### config.mk
export PLATFORM = sky130hd
export DESIGN_NAME = input_skew_buffer
export DESIGN_NICKNAME = d
export VERILOG_FILES = /design/src/rtl/systolic_pkg.sv /design/src/rtl/lane_delay.sv /design/src/rtl/input_skew_buffer.sv
export SDC_FILE = /design/constraint.sdc
export NUM_CORES = 1
export LEC_CHECK = 0
export CORE_AREA = 3 3 182 184
export DETAILED_ROUTE_END_ITERATION = 7
export DIE_AREA = 0 0 185 187
export HOLD_SLACK_MARGIN = 0.15
export PLACE_DENSITY = 0.61
export SLEW_MARGIN = 30
export SYNTH_ARGS = -nofsm -noshare
export SYNTH_HDL_FRONTEND = slang
export SYNTH_SLANG_ARGS = --single-unit
export TNS_END_PERCENT = 5
### constraint.sdc
create_clock -name clk -period 4.7 [get_ports clk]
set_input_delay 0.47 -clock clk [delete_from_list [all_inputs] [get_ports clk]]
set_output_delay 0.47 -clock clk [all_outputs]
set_load 0.02 [all_outputs]
### src/rtl/systolic_pkg.sv
// Shared definitions for the systolic array front end: default geometry
// and the state encoding of the input skew buffer.
package systolic_pkg;

    localparam int LANES_DEFAULT  = 8;
    localparam int DATA_W_DEFAULT = 8;

    typedef enum logic [1:0] {
        IDLE,
        STREAM,
        DRAIN,
        DONE
    } skew_state_t;

endpackage

### src/rtl/lane_delay.sv
// One lane of the skew buffer: DEPTH enable-gated delay stages followed by
// an output register; 'direct' loads the output straight from the input.
module lane_delay #(
    parameter int DEPTH  = 0,
    parameter int DATA_W = 8
) (
    input  logic              clk,
    input  logic              n_rst,
    input  logic              shift_en,
    input  logic              direct,
    input  logic [DATA_W-1:0] d,
    output logic [DATA_W-1:0] q
);

    logic [DATA_W-1:0] tap;

    generate
        if (DEPTH == 0) begin : g_no_delay
            assign tap = d;
        end else begin : g_delay
            logic [DATA_W-1:0] stages [DEPTH];

            // The chain is left untouched by direct loads so that a later
            // skewed tile never sees rows that were meant to bypass it.
            always_ff @(posedge clk or negedge n_rst) begin
                if (!n_rst) begin
                    for (int k = 0; k < DEPTH; k++) begin
                        stages[k] <= '0;
                    end
                end else if (shift_en && !direct) begin
                    stages[0] <= d;
                    for (int k = 1; k < DEPTH; k++) begin
                        stages[k] <= stages[k-1];
                    end
                end
            end

            assign tap = stages[DEPTH-1];
        end
    endgenerate

    always_ff @(posedge clk or negedge n_rst) begin
        if (!n_rst) begin
            q <= '0;
        end else if (shift_en) begin
            q <= direct ? d : tap;
        end
    end

endmodule

### src/rtl/input_skew_buffer.sv
// Diagonal-wavefront skew buffer feeding a systolic array; lane i is delayed
// by i advances. Optional macro SKEW_BYPASS_EN adds an unskewed bypass mode.
module input_skew_buffer
    import systolic_pkg::*;
#(
    parameter int LANES  = LANES_DEFAULT,
    parameter int DATA_W = DATA_W_DEFAULT
) (
    input  logic                    clk,
    input  logic                    n_rst,
`ifdef SKEW_BYPASS_EN
    input  logic                    bypass,
`endif
    input  logic                    in_valid,
    output logic                    in_ready,
    input  logic [LANES*DATA_W-1:0] in_data,
    input  logic                    in_last,
    input  logic                    stall,
    output logic [LANES*DATA_W-1:0] out_data,
    output logic                    out_enable,
    output logic                    busy,
    output logic                    done
);

    localparam int CNT_W = (LANES > 1) ? $clog2(LANES) : 1;
    localparam skew_state_t LAST_ROW_STATE = (LANES > 1) ? DRAIN : DONE;

    skew_state_t            state;
    logic [CNT_W-1:0]       drain_cnt;
    logic                   accept;
    logic                   drain_step;
    logic                   advance;
    logic                   bypass_mode;
    logic [LANES*DATA_W-1:0] lane_in;

`ifdef SKEW_BYPASS_EN
    assign bypass_mode = (state == IDLE) && bypass;
`else
    assign bypass_mode = 1'b0;
`endif

    assign in_ready   = ((state == IDLE) || (state == STREAM)) && !stall;
    assign accept     = in_valid && in_ready;
    assign drain_step = (state == DRAIN);
    assign advance    = (accept || drain_step) && !stall;
    assign lane_in    = accept ? in_data : '0;

    assign busy = (state != IDLE);
    assign done = (state == DONE);

    // Drain pushes LANES-1 zero rows so the last real row reaches the top lane.
    always_ff @(posedge clk or negedge n_rst) begin
        if (!n_rst) begin
            state      <= IDLE;
            drain_cnt  <= '0;
            out_enable <= 1'b0;
        end else begin
            out_enable <= advance;
            case (state)
                IDLE: begin
                    if (accept && !bypass_mode) begin
                        if (in_last) begin
                            state     <= LAST_ROW_STATE;
                            drain_cnt <= CNT_W'(LANES - 1);
                        end else begin
                            state <= STREAM;
                        end
                    end
                end
                STREAM: begin
                    if (accept && in_last) begin
                        state     <= LAST_ROW_STATE;
                        drain_cnt <= CNT_W'(LANES - 1);
                    end
                end
                DRAIN: begin
                    if (advance) begin
                        if (drain_cnt == CNT_W'(1)) begin
                            state     <= DONE;
                            drain_cnt <= '0;
                        end else begin
                            drain_cnt <= drain_cnt - CNT_W'(1);
                        end
                    end
                end
                DONE: begin
                    state <= IDLE;
                end
                default: begin
                    state <= IDLE;
                end
            endcase
        end
    end

    generate
        for (genvar i = 0; i < LANES; i++) begin : g_lane
            lane_delay #(
                .DEPTH  (i),
                .DATA_W (DATA_W)
            ) u_lane_delay (
                .clk      (clk),
                .n_rst    (n_rst),
                .shift_en (advance),
                .direct   (bypass_mode),
                .d        (lane_in[DATA_W*i +: DATA_W]),
                .q        (out_data[DATA_W*i +: DATA_W])
            );
        end
    endgenerate

endmodule

== Word level (Yosys, flattened, before mapping) ==
Index checks and enable logic that the tools add are counted.

* Logic and storage cells: 74
* Bits in registers: 294

* Eq/ne operators: 9
* Add/sub/neg operators: 1
* Reductions and logical operators: 12
* Mux-type cells: 13

{| class="wikitable"
|+ Operators by type and width
! cell !! number
|-
| 64-bit 2-to-1 mux || 1
|-
| 3-bit 2-to-1 mux || 5
|-
| 2-bit 2-to-1 mux || 5
|-
| 3-bit case mux with 3 select lines || 1
|-
| 2-bit case mux with 4 select lines || 1
|-
| 2-bit by 1-bit != test with 1-bit output (second input constant) || 3
|-
| 5-bit AND reduction || 1
|-
| 2-bit == test (second input constant) || 2
|-
| 1-bit logical AND || 4
|-
| 2-bit != test (second input constant) || 2
|-
| 4-bit AND reduction || 1
|-
| 3-bit by 1-bit == test with 1-bit output (second input constant) || 1
|-
| 3-bit nonzero test || 1
|-
| 3-bit by 1-bit subtractor with 3-bit output (second input constant) || 1
|-
| 2-bit by 1-bit == test with 1-bit output (second input constant) || 1
|-
| 2-bit zero test || 1
|-
| 1-bit logical OR || 2
|-
| 2-bit nonzero test || 1
|-
| 1-bit zero test || 1
|}

== Logic depth before layout (Yosys ltp) ==
* Depth in word-level cells: 8
* Mapped depth: 9
* Mapped depth without buffers: 6

== Modules after synthesis ==
Synthesis repeated with hierarchy kept, for this count alone.

* Cell total of the unflattened synthesis: 858
* Area, all modules: 13036.3 um2

{| class="wikitable"
|+ By module, submodules not included
! module !! instances !! area an instance (um2) !! cells an instance
|-
| lane_delay at g_lane[7].u_lane_delay || 1 || 2662.6 || 154
|-
| lane_delay at g_lane[6].u_lane_delay || 1 || 2244.7 || 137
|-
| lane_delay at g_lane[5].u_lane_delay || 1 || 2068.2 || 120
|-
| lane_delay at g_lane[4].u_lane_delay || 1 || 1729.2 || 104
|-
| lane_delay at g_lane[3].u_lane_delay || 1 || 1381.3 || 87
|-
| lane_delay at g_lane[2].u_lane_delay || 1 || 1038.5 || 71
|-
| input_skew_buffer || 1 || 857.1 || 115
|-
| lane_delay at g_lane[1].u_lane_delay || 1 || 723.2 || 53
|-
| lane_delay at g_lane[0].u_lane_delay || 1 || 331.6 || 17
|}

== Worst setup path after synthesis ==
Ideal clock, no wire load.

* Kind: register to register
* From: register state[0]
* To: register g_lane[1].u_lane_delay.q[0]
* Library setup time: 125 ps
* Cell stages (with the launch flop): 10
* Path buffers: 3
* Required time: 4575 ps
* Slack: 2822 ps
* Data arrival time: 1752 ps
* Cells stage by stage: dfrtp_1 inv_1 ha_1 o21ai_1 a21o_1 buf_4 inv_4 buf_12 buf_8 mux2_4

* Cells in the longest elaborated chain, start to end: 6

{| class="wikitable"
|+ RTL lines
! what !! RTL line !! text
|-
| from (decl) || input_skew_buffer.sv:28 || <nowiki>skew_state_t state;</nowiki>
|-
| from (signal assigned) || input_skew_buffer.sv:54 || <nowiki>state <= IDLE;</nowiki>
|-
| from (signal assigned) || input_skew_buffer.sv:63 || <nowiki>state <= LAST_ROW_STATE;</nowiki>
|-
| from (signal assigned) || input_skew_buffer.sv:66 || <nowiki>state <= STREAM;</nowiki>
|-
| 2-bit by 1-bit == test with 1-bit output or 2-bit zero test (tied branches) || input_skew_buffer.sv:42 || <nowiki>assign in_ready = ((state == IDLE) || (state == STREAM)) && !stall;</nowiki>
|-
| 1-bit logical OR || input_skew_buffer.sv:42 ||
|-
| 1-bit logical AND || input_skew_buffer.sv:42 ||
|-
| 1-bit logical AND || input_skew_buffer.sv:43 || <nowiki>assign accept = in_valid && in_ready;</nowiki>
|-
| 1-bit logical OR (*) || input_skew_buffer.sv:45 || <nowiki>assign advance = (accept || drain_step) && !stall;</nowiki>
|-
| 1-bit logical AND (*) || input_skew_buffer.sv:45 ||
|-
| to (signal assigned) || lane_delay.sv:46 || <nowiki>q <= direct ? d : tap;</nowiki>
|-
| to (decl) || lane_delay.sv:12 || <nowiki>output logic [DATA_W-1:0] q</nowiki>
|}

Mark *: on every way between the ends. The rest lies on a longest branch, timed or not.
A chain may end at the register's enable or synchronous reset.

== Worst setup path after layout ==
* From: register state[0]
* To: output in_ready

* Cells in the longest elaborated chain, start to end: 3

{| class="wikitable"
|+ RTL lines
! what !! RTL line !! text
|-
| 2-bit by 1-bit == test with 1-bit output or 2-bit zero test (tied branches) || input_skew_buffer.sv:42 ||
|-
| 1-bit logical OR (*) || input_skew_buffer.sv:42 ||
|-
| 1-bit logical AND (*) || input_skew_buffer.sv:42 ||
|-
| to (decl) || input_skew_buffer.sv:15 || <nowiki>output logic in_ready,</nowiki>
|}

Marks and branches as above.

==> run summary <==
Outcome = finished clean
Post-Route M1 WL = 9890 um
DR top layer = met4
Initial core utilization = 36.1%
Multi-input gate area = 3730 um2
FF+latch count, synth = 294
Core area = 31600 um2
Cell total after placement = 1168
DPL Wire Length = 12000 um
Clk root buf = clkbuf_16
Total wire length = 20100 um
Max-Slew Margin vs Limit = 46.3%
Least-Margin Pin Slew = 0.806 ns
Unique masters post-synth = 27
Most frequent cell after synthesis = dfrtp_1
Setup bufs post-CTS = 0
Synth Instances = 658
Drt wl/cell = 16.3 um
Routed vias/inst = 4.75
Worst-skew pair later-pin latency = 0.49 ns
Antenna cells = 0
Pleak = 6.72 nW
Post-synth ARST share = 100%
Hold Crit Class = in -> async
Final Hold Fails = 0
H-tree levels = 2
Commonest register cell after synthesis = dfrtp_1
Peak supply drop = 0.327 mV
Post-synthesis sequential area ratio = 64.5%
I/O Buffers = 136
Mapped Area = 11400 um2
DRT antenna net count = 0
Crit path DAT = 2.19 ns
PwrDens = 724 nW/um2
Filler cells = 2794
TritonCTS buffer count = 35
Min Tclk post-route = 2.66 ns
Leading area contributor after synthesis = dfrtp_1
Layout cells sized above 1 = 36.0%
Global placement routability congestion = 0.696
CTS tree = built
Row count = 65
Die width = 185 um
Area Growth Syn to Fin = 25.7%
Clock Path Buffers = 3
Area fraction of the dominant cell type after synthesis = 64.5%
Final net count = 881
Flip-flop and latch area = 7360 um2
Antenna violations before repair = 0
Synth top area cells = dfrtp_1 (65%), mux2_4 (13%), mux2_2 (13%), a22o_1 (4.9%), buf_8 (1.3%)
Final setup violation count = 0
Worst endpoint required time = 4.23 ns
Post-route cell area = 14300 um2
WHS = 0.429 ns
Vias in the first global route = 6177
First-pass GRT wire length = 33700 um
Die height = 187 um
Drt pass-1 iters = 5
Post-synth top cells = dfrtp_1 (294), mux2_2 (127), mux2_4 (99), a22o_1 (64), buf_2 (19)
DRC viols = 0
Final Non-Filler Cells = 1232
Largest net degree at the start of global routing = 113
Number of flops mapped to enable cells by yosys = 0
Fmax = 376 MHz
Yosys warns = 0
I/O pins = 137
Worst-path fanout max = 4
Met2 WL = 8580 um
Post-Syn Nets = 734
Final slew viol count = 0
Post-placement cell area = 13100 um2
Iteration-0 DRC Markers = 234
CP Launch Type = flop
Period Utilization, post-route = 56.6%
Setup CP Type = reg -> out
CTS clk-pin slew, worst paths = 0.05 ns
Clock Skew = 0.0101 ns
RSZ-0062 raised after global routing = no
Via count = 5854
Total negative setup slack = 0 ns
Die area = 34600 um2
Max Cap Violations = 0
Total power = 10.4 mW
Post_cts resized = 0
Avg Cell Area, Syn = 17.3 um2
Congestion Overflow GR = 0
Total routing usage reported by global routing = 11.8%
Crit. End Element = output pin
DR WL met3 = 1150 um
Sink Count = 294
critical path, stage by stage, from the launching register on:
cell and delay [ns]:
dfrtp_1 0.40, inv_1 0.10, ha_1 0.25, nor2_1 0.33, nor2_1 0.07, clkdlybuf4s50_1 0.55
routing by layer:
metal	up-vias	global-route usage [%]
met4	0	3.43
met3	40	3.21
li1	2672	-
met5	-	0
met1	3005	17.7
met2	137	16.8
placed cells by master (no fill, tap or decap), drive strengths merged:
cell / count
a21o: 2
a21oi: 3
a222oi: 1
a22o: 64
and3b: 1
buf: 11
bufinv: 3
clkbuf: 49
clkdlybuf4s50: 135
clkinv: 9
clkinvlp: 2
dfrtp: 294
dlygate4sd3: 1
ha: 7
inv: 6
mux2: 226
mux2i: 4
nand2: 1
nand2b: 2
nand3b: 1
nor2: 4
o211ai: 1
o21ai: 2
o2bb2ai: 1
registers in the layout, indices dropped and copies added, names as in the netlist:
register	flops
g_lane.u_lane_delay.g_delay.stages	176
out_enable	1
g_lane.u_lane_delay.tap	48
state	2
g_lane.u_lane_delay.q	64
drain_cnt	3
through the flow:
step	util, %	setup WS [ns]
global placement	41.5	1.94
CTS	45.3	2.00
global route	45.4	1.91
detailed placement	41.5	1.92
finish	45.4	2.04
floorplan	-	2.82
area by class of cell:
cell class                      count  share of cell area (%)
Clock buffer                       49                    7.34
Clock inverter                     13                    1.01
Inverter                            7                   0.271
Multi-Input combinational cell    320                    26.1
Sequential cell                   294                    51.4
Tap cell                          402                    3.51
Timing Repair Buffer              147                    10.4
final timing paths:
| path | startpoint | endpoint | slack, ns | cells past startpoint |
|---|---|---|---|---|
| max | state[0] | in_ready | 2.04 | 5 |
| min | n_rst | g_lane[5].u_lane_delay.q[4] | 0.43 | 2 |
| max reg2reg | state[0] | g_lane[2].u_lane_delay.tap[1] | 2.08 | 7 |
| min reg2reg | g_lane[5].u_lane_delay.g_delay.stages[10] | g_lane[5].u_lane_delay.tap[2] | 0.49 | 1 |
| max in group asynchronous | n_rst | g_lane[7].u_lane_delay.q[7] | 3.02 | 4 |
| min in group clk | g_lane[5].u_lane_delay.g_delay.stages[10] | g_lane[5].u_lane_delay.tap[2] | 0.49 | 1 |
where the power goes:
group          switching, mW  internal [mW]  total, mW
sequential             0.589           3.67       4.26
clock                   1.01           1.72       2.73
combinational           1.34           2.05       3.39
total                   2.94           7.44       10.4
logic make-up after synthesis:
| family | count (synthesis) | share of synthesized area, % |
|---|---|---|
| multiplexers | 230 | 25.9 |
| AO/OA/AOI/OAI | 74 | 5.50 |
| buffers and inverters | 44 | 2.84 |
| adder cells (fa/ha/maj) | 7 | 0.768 |
| AND/OR/NAND/NOR | 9 | 0.417 |
| flip-flops | 294 | 64.5 |
timing repair:
action                                  CTS  global route
endpoints found under the hold margin   109             0
endpoints found under the setup margin    0             0
hold buffers                              1             0
No activity file was read; power rests on OpenSTA's default activity.
